**src/rtl/count_disp_pkg.sv**
```systemverilog
// Shared constants and types for the count display driver.
package count_disp_pkg;

  // Active-low {g,f,e,d,c,b,a} patterns for the digits 0..9
  localparam logic [6:0] SEG_DIGIT [0:9] = '{
    7'h40, 7'h79, 7'h24, 7'h30, 7'h19, 7'h12, 7'h02, 7'h78, 7'h00, 7'h10
  };
  localparam logic [6:0] SEG_BLANK = 7'h7F;
  localparam logic [6:0] SEG_DASH  = 7'h3F;

  localparam int MAX_COUNT = 19;

  typedef enum logic {UNITS = 1'b0, TENS = 1'b1} phase_t;

endpackage

```
**src/rtl/count_display_driver_seg7_decode.sv**
```systemverilog
// 4-bit code to active-low 7-segment pattern: 0..9 digits, 10..14 blank, 15 dash.
module seg7_decode
  import count_disp_pkg::*;
(
  input  logic [3:0] code,
  output logic [6:0] seg
);

  always_comb begin
    seg = SEG_BLANK;
    if (code <= 4'd9)       seg = SEG_DIGIT[code];
    else if (code == 4'hF)  seg = SEG_DASH;
  end

endmodule

```
**src/rtl/count_display_driver.sv**
```systemverilog
// Two-digit multiplexed common-anode display driver for the 0-19 counter:
// per-frame snapshot, leading-zero blanking, dash on illegal values, blink on pause.
module count_display_driver
  import count_disp_pkg::*;
#(
  parameter int SCAN_DIV   = 1,
  parameter int BLINK_HALF = 50
) (
  input  logic       clk,
  input  logic       reset_clean,
  input  logic [4:0] count,
  input  logic       running,
  output logic [1:0] an,
  output logic [6:0] seg,
  output logic       dp
);

  localparam logic [7:0] SCAN_LAST  = 8'(SCAN_DIV - 1);
  localparam logic [7:0] BLINK_LAST = 8'(BLINK_HALF - 1);

  phase_t     phase;
  logic [7:0] scan_cnt;
  logic [7:0] blink_cnt;
  logic       blink_on;
  logic [4:0] snap_count;
  logic       snap_running;

  logic       scan_wrap, frame_start, legal, ge10, hold_blink;
  logic [3:0] units_val, units_code, tens_code, dec_code;
  logic [6:0] dec_seg, seg_next;
  logic [1:0] an_next;
  logic       dp_next;

  assign scan_wrap   = (scan_cnt == SCAN_LAST);
  assign frame_start = scan_wrap && (phase == TENS);
  assign legal       = (snap_count <= 5'(MAX_COUNT));

  // Digit split without a divider: the legal range never exceeds one subtract
  assign ge10       = (snap_count >= 5'd10);
  assign units_val  = ge10 ? 4'(snap_count - 5'd10) : snap_count[3:0];
  assign units_code = legal ? units_val : 4'hF;
  assign tens_code  = !legal ? 4'hF : (ge10 ? 4'd1 : 4'hA);
  assign dec_code   = (phase == UNITS) ? units_code : tens_code;

  seg7_decode u_dec (
    .code (dec_code),
    .seg  (dec_seg)
  );

  // Dashes stay steady, so the blink only gates legal values
  assign seg_next   = (legal && !blink_on) ? SEG_BLANK : dec_seg;
  assign an_next    = (phase == UNITS) ? 2'b10 : 2'b01;
  assign dp_next    = !((phase == UNITS) && !snap_running && legal);
  assign hold_blink = snap_running || !legal;

  always_ff @(posedge clk or posedge reset_clean) begin
    if (reset_clean) begin
      phase        <= UNITS;
      scan_cnt     <= '0;
      blink_cnt    <= '0;
      blink_on     <= 1'b1;
      snap_count   <= '0;
      snap_running <= 1'b1;
      an           <= 2'b11;
      seg          <= SEG_BLANK;
      dp           <= 1'b1;
    end else begin
      if (scan_wrap) begin
        scan_cnt <= '0;
        phase    <= (phase == UNITS) ? TENS : UNITS;
      end else begin
        scan_cnt <= scan_cnt + 8'd1;
      end

      if (frame_start) begin
        snap_count   <= count;
        snap_running <= running;
      end

      // Held at the ON start so every pause opens with a full visible half-period
      if (hold_blink) begin
        blink_cnt <= '0;
        blink_on  <= 1'b1;
      end else if (blink_cnt == BLINK_LAST) begin
        blink_cnt <= '0;
        blink_on  <= !blink_on;
      end else begin
        blink_cnt <= blink_cnt + 8'd1;
      end

      an  <= an_next;
      seg <= seg_next;
      dp  <= dp_next;
    end
  end

endmodule

```
**config.mk**
```make
export PLATFORM = sky130hd
export DESIGN_NAME = count_display_driver
export DESIGN_NICKNAME = d
export VERILOG_FILES = /design/src/rtl/count_disp_pkg.sv /design/src/rtl/count_display_driver_seg7_decode.sv /design/src/rtl/count_display_driver.sv
export SDC_FILE = /design/constraint.sdc
export NUM_CORES = 1
export LEC_CHECK = 0
export ABC_CLOCK_PERIOD_IN_PS = 2200
export CAP_MARGIN = 10
export CORE_AREA = 2 2 81 83
export CTS_BUF_LIST = sky130_fd_sc_hd__clkbuf_4
export DETAILED_ROUTE_END_ITERATION = 10
export DIE_AREA = 0 0 83 85
export GPL_TIMING_DRIVEN = 0
export PLACE_DENSITY_LB_ADDON = 0.2
export SLEW_MARGIN = 20
export SYNTH_ARGS = -nofsm -noshare
export SYNTH_HDL_FRONTEND = slang
export SYNTH_HIERARCHICAL = 1
export SYNTH_SLANG_ARGS = --single-unit
```
**constraint.sdc**
```tcl
create_clock -name clk -period 2.2 [get_ports clk]
set_clock_uncertainty 0.05 [all_clocks]
set_input_delay 0.33 -clock clk [delete_from_list [all_inputs] [get_ports clk]]
set_output_delay 0.33 -clock clk [all_outputs]
set_load 0.01 [all_outputs]
```
### After elaboration in Yosys (flattened, before gate mapping)

Memory sizes are Yosys's and may differ from the RTL's.
Index checks and enable logic that the tools add are counted.
Widths: inputs -> output; s select.

| word-level totals | value |
|---|---|
| bits in registers | 34 |
| ROM bits | 112 |
| input port bits | 8 |
| output and inout bits | 10 |
| word-level logic and storage cells | 49 |
| memories kept | 1 |

| cells by class | value |
|---|---|
| add/sub/neg operators | 3 |
| $lt $le $gt $ge | 4 |
| equal/unequal tests | 2 |
| multiplexer cells | 17 |
| bitwise logic cells | 2 |
| reductions and logical operators | 11 |

Memory list:

| memory | depth | width | read ports | clocked after Yosys merged registers in | write ports | line | RTL |
|---|---|---|---|---|---|---|---|
| (name not given) | 16 | 7 | 1 | 0 | 0 | count_display_driver_seg7_decode.sv:11 | `if (code <= 4'd9) seg = SEG_DIGIT[code];` |

Operator list:

| operator | count |
|---|---|
| $mux 7 | 5 |
| $mux 8 | 3 |
| $mux 4 | 5 |
| $add 8x1->8 const B | 2 |
| $eq 8x6->1 const B | 1 |
| $logic_not 8->1 | 1 |
| $ge 5x4->1 const B | 1 |
| $ge 5x5->1 const B | 1 |
| $le 5x5->1 const B | 1 |
| $not 4->5 | 1 |
| $eq 4x4->1 const B | 1 |
| $le 4x4->1 const B | 1 |
| $logic_and 1x1->1 | 4 |
| $logic_not 1->1 | 4 |
| $sub 4x4->4 const B | 1 |
| $mux 1 | 3 |
| $mux 2 | 1 |
| $reduce_bool 2->1 | 1 |
| $logic_or 1x1->1 | 1 |
| $not 1->1 | 1 |

### Depth between registers and ports, before layout

Gate-level depths: netlist of the first run.

| logic depth | value |
|---|---|
| word-level depth | 10 |
| depth in mapped cells | 10 |

### Hierarchy

The synthesis of the first run kept the hierarchy.

By module, submodules not included:

| module | instances | cells an instance | area an instance (µm²) | seq. area each (µm²) |
|---|---|---|---|---|
| count_display_driver | 1 | 136 | 1572.8 | 865.8 |
| seg7_decode | 1 | 27 | 246.5 | 0.0 |

### Least setup slack after synthesis of the first run

OpenSTA, ideal clock, no wires.

| timing path | value |
|---|---|
| path kind | reg-to-reg |
| start | register snap_count[1] |
| end | register seg[3] |
| library setup time | 0.083 ns |
| data arrival time | 2.200 ns |
| required time | 2.067 ns |
| path slack | -0.134 ns |
| cell stages (with the launch flop) | 11 |
| path buffers | 0 |
| period minus slack after synthesis | 2.334 ns |
| path through | dfrtp_1 > inv_1 > ha_1 > nor2b_1 > nor4_1 > o21ai_0 > inv_1 > ha_1 > inv_1 > a221o_2 > nand2b_1 |

| on the way | value |
|---|---|
| cells in the longest elaborated chain, start to end | 10 |
| elaborated cells between the ends (all ways) | 16 |
| those cells by class | add/sub: 1; order compare: 3; mux: 9; bitwise: 1; reduce/logical: 1; memory: 1 |

RTL lines:

| what | line | RTL |
|---|---|---|
| start, declared | count_display_driver.sv:25 | `logic [4:0] snap_count;` |
| start signal, assigned | count_display_driver.sv:76 | `snap_count <= count;` |
| $ge 5x4->1 | count_display_driver.sv:39 | `assign ge10 = (snap_count >= 5'd10);` |
| $mux 4, on equally long branches | count_display_driver.sv:40, count_display_driver.sv:42 |  |
| $mux 4, on equally long branches | count_display_driver.sv:41, count_display_driver.sv:42 |  |
| $mux 4 * | count_display_driver.sv:43 | `assign dec_code = (phase == UNITS) ? units_code : tens_code;` |
| named net dec_code[0] | count_display_driver.sv:29 | `logic [3:0] units_val, units_code, tens_code, dec_code;` |
| $not 4->5 (not written as such) | count_display_driver_seg7_decode.sv:11 |  |
| $mem_v2 16x7 | - |  |
| $mux 7 (not written as such) (2 in a row) | count_display_driver_seg7_decode.sv:11 |  |
| $mux 7 * | count_display_driver_seg7_decode.sv:11 |  |
| named net dec_seg[3] | count_display_driver.sv:30 | `logic [6:0] dec_seg, seg_next;` |
| $mux 7 * | count_display_driver.sv:51 | `assign seg_next = (legal && !blink_on) ? SEG_BLANK : dec_seg;` |
| named net seg_next[3] | count_display_driver.sv:30 |  |
| end signal, assigned | count_display_driver.sv:92 | `seg <= seg_next;` |
| end, declared | count_display_driver.sv:14 | `output logic [6:0] seg,` |

Mark *: on every way through the listed nets, which the timed path passes. The rest lies on a longest branch. The select of a mux whose other input is x is not followed.
A chain may end at the register's enable or synchronous reset.

### Final worst setup path of the first run

| timing path | value |
|---|---|
| start | register snap_count[2] |
| end | register seg[3] |

The elaborated chain is that of the path after synthesis.

==> impl_metrics.sql, run 1 <==
INSERT INTO impl_metrics (metric_group, metric, value, unit) VALUES
('placement', 'gp_congestion', '0.902', ''),
('global_route', 'grt_start_max_net_pins', '35', ''),
('cts', 'worst_setup_hold_path_clk_slew', '130', 'ps'),
('synth', 'proportion_of_synthesized_area_in_mux_cells', '3.71', '%'),
('critical_path', 'cp_slowest_cell', 'sky130_fd_sc_hd__dfrtp_1', ''),
('floorplanning', 'row_count', '29', ''),
('synth', 'synth_compound_gate_area_share', '10.0', '%'),
('timing', 'grt_setup_unrepaired', 'true', ''),
('cts', 'clock_insertion_delay_worst_skew', '340', 'ps'),
('layout', 'fin_nets', '216', ''),
('cts', 'tritoncts', 'built', ''),
('synth', 'synth.yosys.warnings', '6', ''),
('pwr', 'power', '1.52', 'mW'),
('synth', 'avgSynthCellArea', '11.2', 'µm²'),
('global_route', 'first_global_vias', '1309', ''),
('detailed_routing', 'remaining_drc_errors', '0', ''),
('detailed_routing', 'route.detailed.wl_per_inst', '12.4', 'µm'),
('timing', 'setup_ws', '-157', 'ps'),
('placement', 'port_buffers', '17', ''),
('outcome', 'failed_checks', 'setup timing', ''),
('synth', 'synth_seq_area_share', '47.6', '%'),
('outcome', 'outcome', 'finished with violations', ''),
('floorplanning', 'design.die.area', '7060', 'µm²'),
('detailed_routing', 'num_vias', '1304', ''),
('timing', 'period_needed', '2360', 'ps'),
('pwr', 'power.static_leakage', '1.00', 'nW'),
('pwr', 'p_per_area', '640', 'nW/µm²'),
('run', 'max_cap_viol_count', '0', ''),
('synth', 'largest_family_of_logic_cells_by_synthesized_area', 'simple AND/OR/NAND/NOR gates', ''),
('layout', 'fill_count', '604', ''),
('synth', 'syn_inst', '163', ''),
('floorplanning', 'floorplan.core_area', '6200', 'µm²'),
('timing', 'min_period_over_period', '107', '%'),
('layout', 'commonest_non_fill_non_tap_cell_in_the_layout', 'sky130_fd_sc_hd__dfrtp_1', ''),
('critical_path', 'arrival_time_of_data_at_the_critical_path_endpoint', '2570', 'ps'),
('critical_path', 'crit_required', '2410', 'ps'),
('timing', 'drv_slew', '0', ''),
('cts', 'clock_tree_buf_depth', '2', ''),
('synth', 'post_synth_xor_area_fraction', '4.81', '%'),
('layout', 'syn2layout_area_growth', '30.5', '%'),
('critical_path', 'crit_path_kind', 'reg2reg', ''),
('global_route', 'grt.total_usage', '10.6', '%'),
('detailed_routing', 'drt.antenna.violating_nets', '0', ''),
('critical_path', 'worst_path_largest_cell_delay', '450', 'ps'),
('detailed_routing', 'route.detailed.vias_per_inst', '4.74', ''),
('critical_path', 'critical_path.startpoint_type', 'flop', ''),
('timing', 'finalSetupViolCount', '7', ''),
('timing', 'worst-slew-pin-transition', '688', 'ps'),
('layout', 'total_area_of_multi_input_combinational_cells', '980', 'µm²'),
('critical_path', 'critical_path.endpoint_type', 'flop', ''),
('global_route', 'grt_antenna_before_repair', '0', ''),
('critical_path', 'rr_worst_depth', '10', ''),
('placement', 'detailedPlacementHpwl', '2500', 'µm'),
('cts', 'clkSinkCount', '34', ''),
('layout', 'regArea', '868', 'µm²'),
('pwr', 'peakVddDrop', '0.398', 'mV'),
('floorplanning', 'initial_utilization', '29.3', '%'),
('synth', 'synthAdderAreaFrac', '7.57', '%'),
('synth', 'synth-seq-cells', '34', ''),
('critical_path', 'worstPathBufferInverterCount', '2', ''),
('critical_path', 'worst_path_dominant_cell_family', 'compound AO/OA/AOI/OAI gates', ''),
('hold_path', 'worstHoldPathType', 'in2async', ''),
('global_route', 'wire_length_of_the_first_global_routing_pass', '6090', 'µm'),
('critical_path', 'worstSetupPathDepth', '10', ''),
('synth', 'synth_nets', '182', ''),
('cts', 'cts_buffers', '5', ''),
('cts', 'postCtsHoldBufs', '0', ''),
('floorplanning', 'design.portCount', '18', ''),
('timing', 'clock.fmax', '424', 'MHz'),
('layout', 'layout_common_cells', '20 x sky130_fd_sc_hd__dfrtp_1, 17 x sky130_fd_sc_hd__clkdlybuf4s50_1, 12 x sky130_fd_sc_hd__dfstp_2', ''),
('synth', 'post_synth_and_or_nand_nor_area_fraction', '22.2', '%');
-- sequential cells by signal, indices dropped and copies added, names as in the netlist --
name          cells
an                2
dp                1
blink_on          1
seg               7
scan_cnt          8
snap_count        5
snap_running      1
phase             1
blink_cnt         8
-- where the power goes --
| part | switching [mW] | leakage, nW | total, mW | internal (mW) |
|---|---|---|---|---|
| Combinational | 0.105 | 0.532 | 0.246 | 0.141 |
| Clock | 0.233 | 0.0554 | 0.589 | 0.356 |
| Sequential | 0.0152 | 0.415 | 0.684 | 0.669 |
| Total | 0.354 | 1.00 | 1.52 | 1.16 |
-- kinds of logic (layout without fill, tap and decap cells) --
kind of cell | Yosys count | after routing
DFF | 34 | 34
buffers and inverters | 17 | 52
muxes | 6 | 6
and+or+nand+nor | 62 | 62
adders and majority gates | 11 | 11
xor gates and xnor gates | 10 | 10
AOI/OAI and AO/OA | 23 | 23
-- metrics by stage --
stage	utilization (%)	instance area, µm²	instances
2_1_floorplan	-	1870	163
3_3_place_gp	34.4	2130	257
3_5_place_dp	34.4	2130	257
4_1_cts	37.8	2340	273
5_1_grt	38.3	2370	275
6_report	38.3	2370	275
-- worst reg2reg max path: cells and delay by family (launching register included) --
kind | cells | cell delay [ps]
AOI/OAI and AO/OA | 3 | 670
adders and majority gates | 2 | 310
buffers and inverters | 2 | 230
DFF | 1 | 450
and+or+nand+nor | 3 | 590
-- cell usage after synthesis (3+ instances only) --
| cell | count | share of area, % |
|---|---|---|
| sky130_fd_sc_hd__o21ai_0 | 4 | 1.1 |
| sky130_fd_sc_hd__or3_1 | 4 | 1.4 |
| sky130_fd_sc_hd__ha_1 | 11 | 7.6 |
| sky130_fd_sc_hd__nand3_1 | 8 | 2.2 |
| sky130_fd_sc_hd__dfrtp_1 | 22 | 30 |
| sky130_fd_sc_hd__nor3_1 | 5 | 1.4 |
| sky130_fd_sc_hd__xnor2_1 | 7 | 3.4 |
| sky130_fd_sc_hd__and2_1 | 3 | 1.0 |
| sky130_fd_sc_hd__nor2b_1 | 3 | 1.0 |
| sky130_fd_sc_hd__nand2b_1 | 9 | 3.1 |
| sky130_fd_sc_hd__nand2_1 | 4 | 0.83 |
| sky130_fd_sc_hd__mux2_2 | 6 | 3.7 |
| sky130_fd_sc_hd__nor2_1 | 6 | 1.2 |
| sky130_fd_sc_hd__xor2_1 | 3 | 1.4 |
| sky130_fd_sc_hd__inv_1 | 13 | 2.7 |
| sky130_fd_sc_hd__a21oi_1 | 4 | 1.1 |
| sky130_fd_sc_hd__dfstp_2 | 12 | 17 |
-- final timing paths --
check                      slack, ps     startpoint      endpoint
setup / recovery                -160  snap_count[2]        seg[3]
hold / removal                   340    reset_clean  blink_cnt[2]
min in group clk                 460    scan_cnt[7]   scan_cnt[7]
max in group asynchronous       1260    reset_clean         phase
hold reg to reg                  460    scan_cnt[7]   scan_cnt[7]
setup reg to reg                -160  snap_count[2]        seg[3]
-- final cells by class --
type	instances	share of cell area, %
Multi-Input combinational cell	112	41.3
Sequential cell	34	36.6
Timing Repair Buffer	27	10.2
Tap cell	77	4.06
Clock inverter	3	2.90
Inverter	13	2.06
Clock buffer	5	1.58
Buffer	4	1.32
-- metal layers --
metal	routed length [µm]	share of wire (%)	vias up	GRT usage, %
li1	-	-	645	-
met1	1580	46	625	12.6
met2	1610	47	25	18.0
met3	126	3.7	9	2.92
met4	92	2.7	0	4.62
met5	0	0	-	0
-- timing repair --
action,CTS,global route
cloned,0,1
pin swaps,7,4
setup endpoints to repair,7,7
gates resized for setup,12,4
setup buffers,8,1
Power figures use the tool's default switching activity.
==> run 2, diff against run 1 <==
--- a/config.mk
+++ b/config.mk
@@ -7,10 +7,10 @@
 export LEC_CHECK = 0
 export ABC_CLOCK_PERIOD_IN_PS = 2200
 export CAP_MARGIN = 10
-export CORE_AREA = 2 2 81 83
+export CORE_AREA = 2 2 62 64
 export CTS_BUF_LIST = sky130_fd_sc_hd__clkbuf_4
 export DETAILED_ROUTE_END_ITERATION = 10
-export DIE_AREA = 0 0 83 85
+export DIE_AREA = 0 0 64 66
 export GPL_TIMING_DRIVEN = 0
 export PLACE_DENSITY_LB_ADDON = 0.2
 export SLEW_MARGIN = 20
==> run 2 against run 1 <==
Net effect:
- the flow still finishes with violations (setup timing)
- sequential share of layout area grew 2.3 points
- first-iteration DRC count shrank 59%
- die area shrank 40%
- largest cell class unchanged
- setup slack gained 31 ps
- combinational power shrank 7%
- utilization grew 25 points
==> impl_metrics.sql, run 2 (synthesis gave the netlist of run 1 again) <==
INSERT INTO impl_metrics (metric_group, metric, value, unit) VALUES
('outcome', 'outcome', 'finished with violations', ''),
('outcome', 'failed_checks', 'setup timing', ''),
('pwr', 'peakVddDrop', '0.353', 'mV'),
('cts', 'cts_buffers', '5', ''),
('critical_path', 'worstPathMaxFanout', '6', ''),
('layout', 'largest_registers', 'blink_cnt x8, scan_cnt x8, seg x7', ''),
('placement', 'gp_congestion', '0.831', ''),
('timing', 'finalSetupViolCount', '5', ''),
('timing', 'drv_slew', '0', ''),
('timing', 'hold_viol_final', '0', ''),
('timing', 'worst-slew-pin-transition', '652', 'ps'),
('hold_path', 'worstHoldPathType', 'in2async', ''),
('floorplanning', 'die_h', '66', 'µm'),
('layout', 'fin_nets', '210', ''),
('placement', 'port_buffers', '17', ''),
('global_route', 'grt.total_usage', '16.5', '%'),
('timing', 'grt_setup_unrepaired', 'true', ''),
('critical_path', 'crit_required', '2400', 'ps'),
('layout', 'syn2layout_area_growth', '22.6', '%'),
('critical_path', 'crit_path_kind', 'reg2reg', ''),
('global_route', 'wire_length_of_the_first_global_routing_pass', '5420', 'µm'),
('global_route', 'first_global_vias', '1308', ''),
('floorplanning', 'design.die.area', '4220', 'µm²'),
('detailed_routing', 'drt_iter0_markers', '26', ''),
('timing', 'setup_ws', '-126', 'ps'),
('detailed_routing', 'drt.antenna.violating_nets', '0', ''),
('placement', 'detailedPlacementHpwl', '2280', 'µm'),
('global_route', 'grt_antenna_before_repair', '0', ''),
('pwr', 'power', '1.25', 'mW'),
('floorplanning', 'floorplan.core_area', '3550', 'µm²'),
('floorplanning', 'die_w', '64', 'µm'),
('global_route', 'gr-total-overflow', '0', ''),
('critical_path', 'timing.reg2reg.setup_slack', '-130', 'ps'),
('critical_path', 'worst_path_largest_cell_delay', '450', 'ps'),
('cts', 'tritoncts', 'built', ''),
('global_route', 'grt_start_max_net_pins', '35', ''),
('timing', 'period_needed', '2330', 'ps'),
('detailed_routing', 'drt_pre_antenna_iters', '4', ''),
('floorplanning', 'row_count', '22', ''),
('layout', 'fill_count', '290', ''),
('run', 'max_cap_viol_count', '0', ''),
('placement', 'detailed_place.area', '2100', 'µm²'),
('layout', 'drive_gt1_share', '33.9', '%'),
('layout', 'final_util', '62.8', '%'),
('cts', 'clk_root_buffer_cell', 'sky130_fd_sc_hd__clkbuf_4', ''),
('cts', 'clock_tree_buf_depth', '2', ''),
('cts', 'clkSinkCount', '34', ''),
('detailed_routing', 'route.detailed.vias_per_inst', '5.38', ''),
('timing', 'clock.fmax', '430', 'MHz'),
('detailed_routing', 'route.detailed.wl_per_inst', '12.4', 'µm'),
('layout', 'commonest_non_fill_non_tap_cell_in_the_layout', 'sky130_fd_sc_hd__dfrtp_1', ''),
('timing', 'min_period_over_period', '106', '%'),
('cts', 'cts_htree_levels', '2', ''),
('critical_path', 'critical_path.startpoint_type', 'flop', ''),
('cts', 'clock_insertion_delay_worst_skew', '350', 'ps'),
('pwr', 'power.static_leakage', '0.942', 'nW'),
('timing', 'finalSetupTns', '-369', 'ps'),
('layout', 'finish.instance_area', '2230', 'µm²'),
('critical_path', 'arrival_time_of_data_at_the_critical_path_endpoint', '2530', 'ps'),
('timing', 'slew_headroom', '56.5', '%'),
('layout', 'antenna_cells', '0', ''),
('critical_path', 'critical_path.endpoint_type', 'flop', ''),
('layout', 'layout_common_cells', '20 x sky130_fd_sc_hd__dfrtp_1, 17 x sky130_fd_sc_hd__clkdlybuf4s50_1, 12 x sky130_fd_sc_hd__dfstp_2', ''),
('floorplanning', 'initial_utilization', '51.2', '%'),
('pwr', 'p_per_area', '559', 'nW/µm²'),
('critical_path', 'cp_slowest_cell', 'sky130_fd_sc_hd__dfrtp_2', ''),
('critical_path', 'path_cells', 'inv_2 > ha_4 > nor2b_4 > or4_1 > a21o_1 > inv_2 > ha_4 > o21bai_4 > a221o_2 > nand2b_1', ''),
('cts', 'worst_setup_hold_path_clk_slew', '120', 'ps'),
('floorplanning', 'design.portCount', '18', ''),
('detailed_routing', 'num_vias', '1292', ''),
('detailed_routing', 'routed_wirelength', '2980', 'µm'),
('detailed_routing', 'remaining_drc_errors', '0', '');
==> run 2: path summary, 6_finish.rpt <==
kind,from,end,cells after the start
setup / recovery,snap_count[1],seg[3],10
hold / removal,reset_clean,scan_cnt[6],2
setup reg to reg,snap_count[1],seg[3],10
hold reg to reg,phase,an[0],0
max in group asynchronous,reset_clean,snap_count[1],2
min in group clk,phase,an[0],0
==> run 2: final cells by class <==
| type | instances | area (µm²) | share of cell area, % |
|---|---|---|---|
| Multi-Input combinational cell | 112 | 971 | 43.5 |
| Sequential cell | 34 | 868 | 38.9 |
| Timing Repair Buffer | 21 | 200 | 8.97 |
| Tap cell | 48 | 60.1 | 2.69 |
| Inverter | 13 | 48.8 | 2.19 |
| Clock buffer | 6 | 45.0 | 2.02 |
| Buffer | 4 | 27.5 | 1.23 |
| Clock inverter | 2 | 10.0 | 0.449 |
==> run 2: per-stage QoR <==
| step | instances | setup slack [ps] | hold slack [ps] |
|---|---|---|---|
| after floorplan | 163 | 8.92 | 405 |
| after global placement | 228 | -109 | 431 |
| after detailed placement | 228 | -190 | 436 |
| after CTS | 238 | -122 | 355 |
| after global routing | 240 | -213 | 388 |
| final | 240 | -126 | 335 |
==> run 2: report_power, final <==
group | total (mW) | switching (mW) | internal (mW) | leakage, nW
Combinational | 0.228 | 0.101 | 0.127 | 0.492
Clock | 0.336 | 0.203 | 0.134 | 0.0354
Sequential | 0.683 | 0.0143 | 0.669 | 0.415
Total | 1.25 | 0.318 | 0.929 | 0.942
==> run 2: critical path, delay by kind of cell, from the launching register on <==
| kind | cells | cell delay, ps |
|---|---|---|
| buffers and inverters | 2 | 200 |
| adders and majority gates | 2 | 300 |
| AOI/OAI and AO/OA | 3 | 630 |
| and+or+nand+nor | 3 | 600 |
| DFF | 1 | 450 |
==> run 2: routing by layer <==
metal	GRT usage (%)	wire length (µm)
met4	4.08	38
met5	0	0
met3	5.62	114
met2	32.7	1610
met1	16.2	1220
==> run 2: what timing repair did <==
item,4_1_cts,5_1_grt
hold buffers,0,0
buffers inserted,2,2
endpoints found under the setup margin,7,7
resized for setup,5,10
pin swaps,4,4
==> run 3, diff against run 2 <==
--- a/config.mk
+++ b/config.mk
@@ -11,6 +11,7 @@
 export CTS_BUF_LIST = sky130_fd_sc_hd__clkbuf_4
 export DETAILED_ROUTE_END_ITERATION = 10
 export DIE_AREA = 0 0 64 66
+export GPL_ROUTABILITY_DRIVEN = 0
 export GPL_TIMING_DRIVEN = 0
 export PLACE_DENSITY_LB_ADDON = 0.2
 export SLEW_MARGIN = 20
==> results of run 3 <==
Final layout, timing and power as in run 2 (identical DEF).
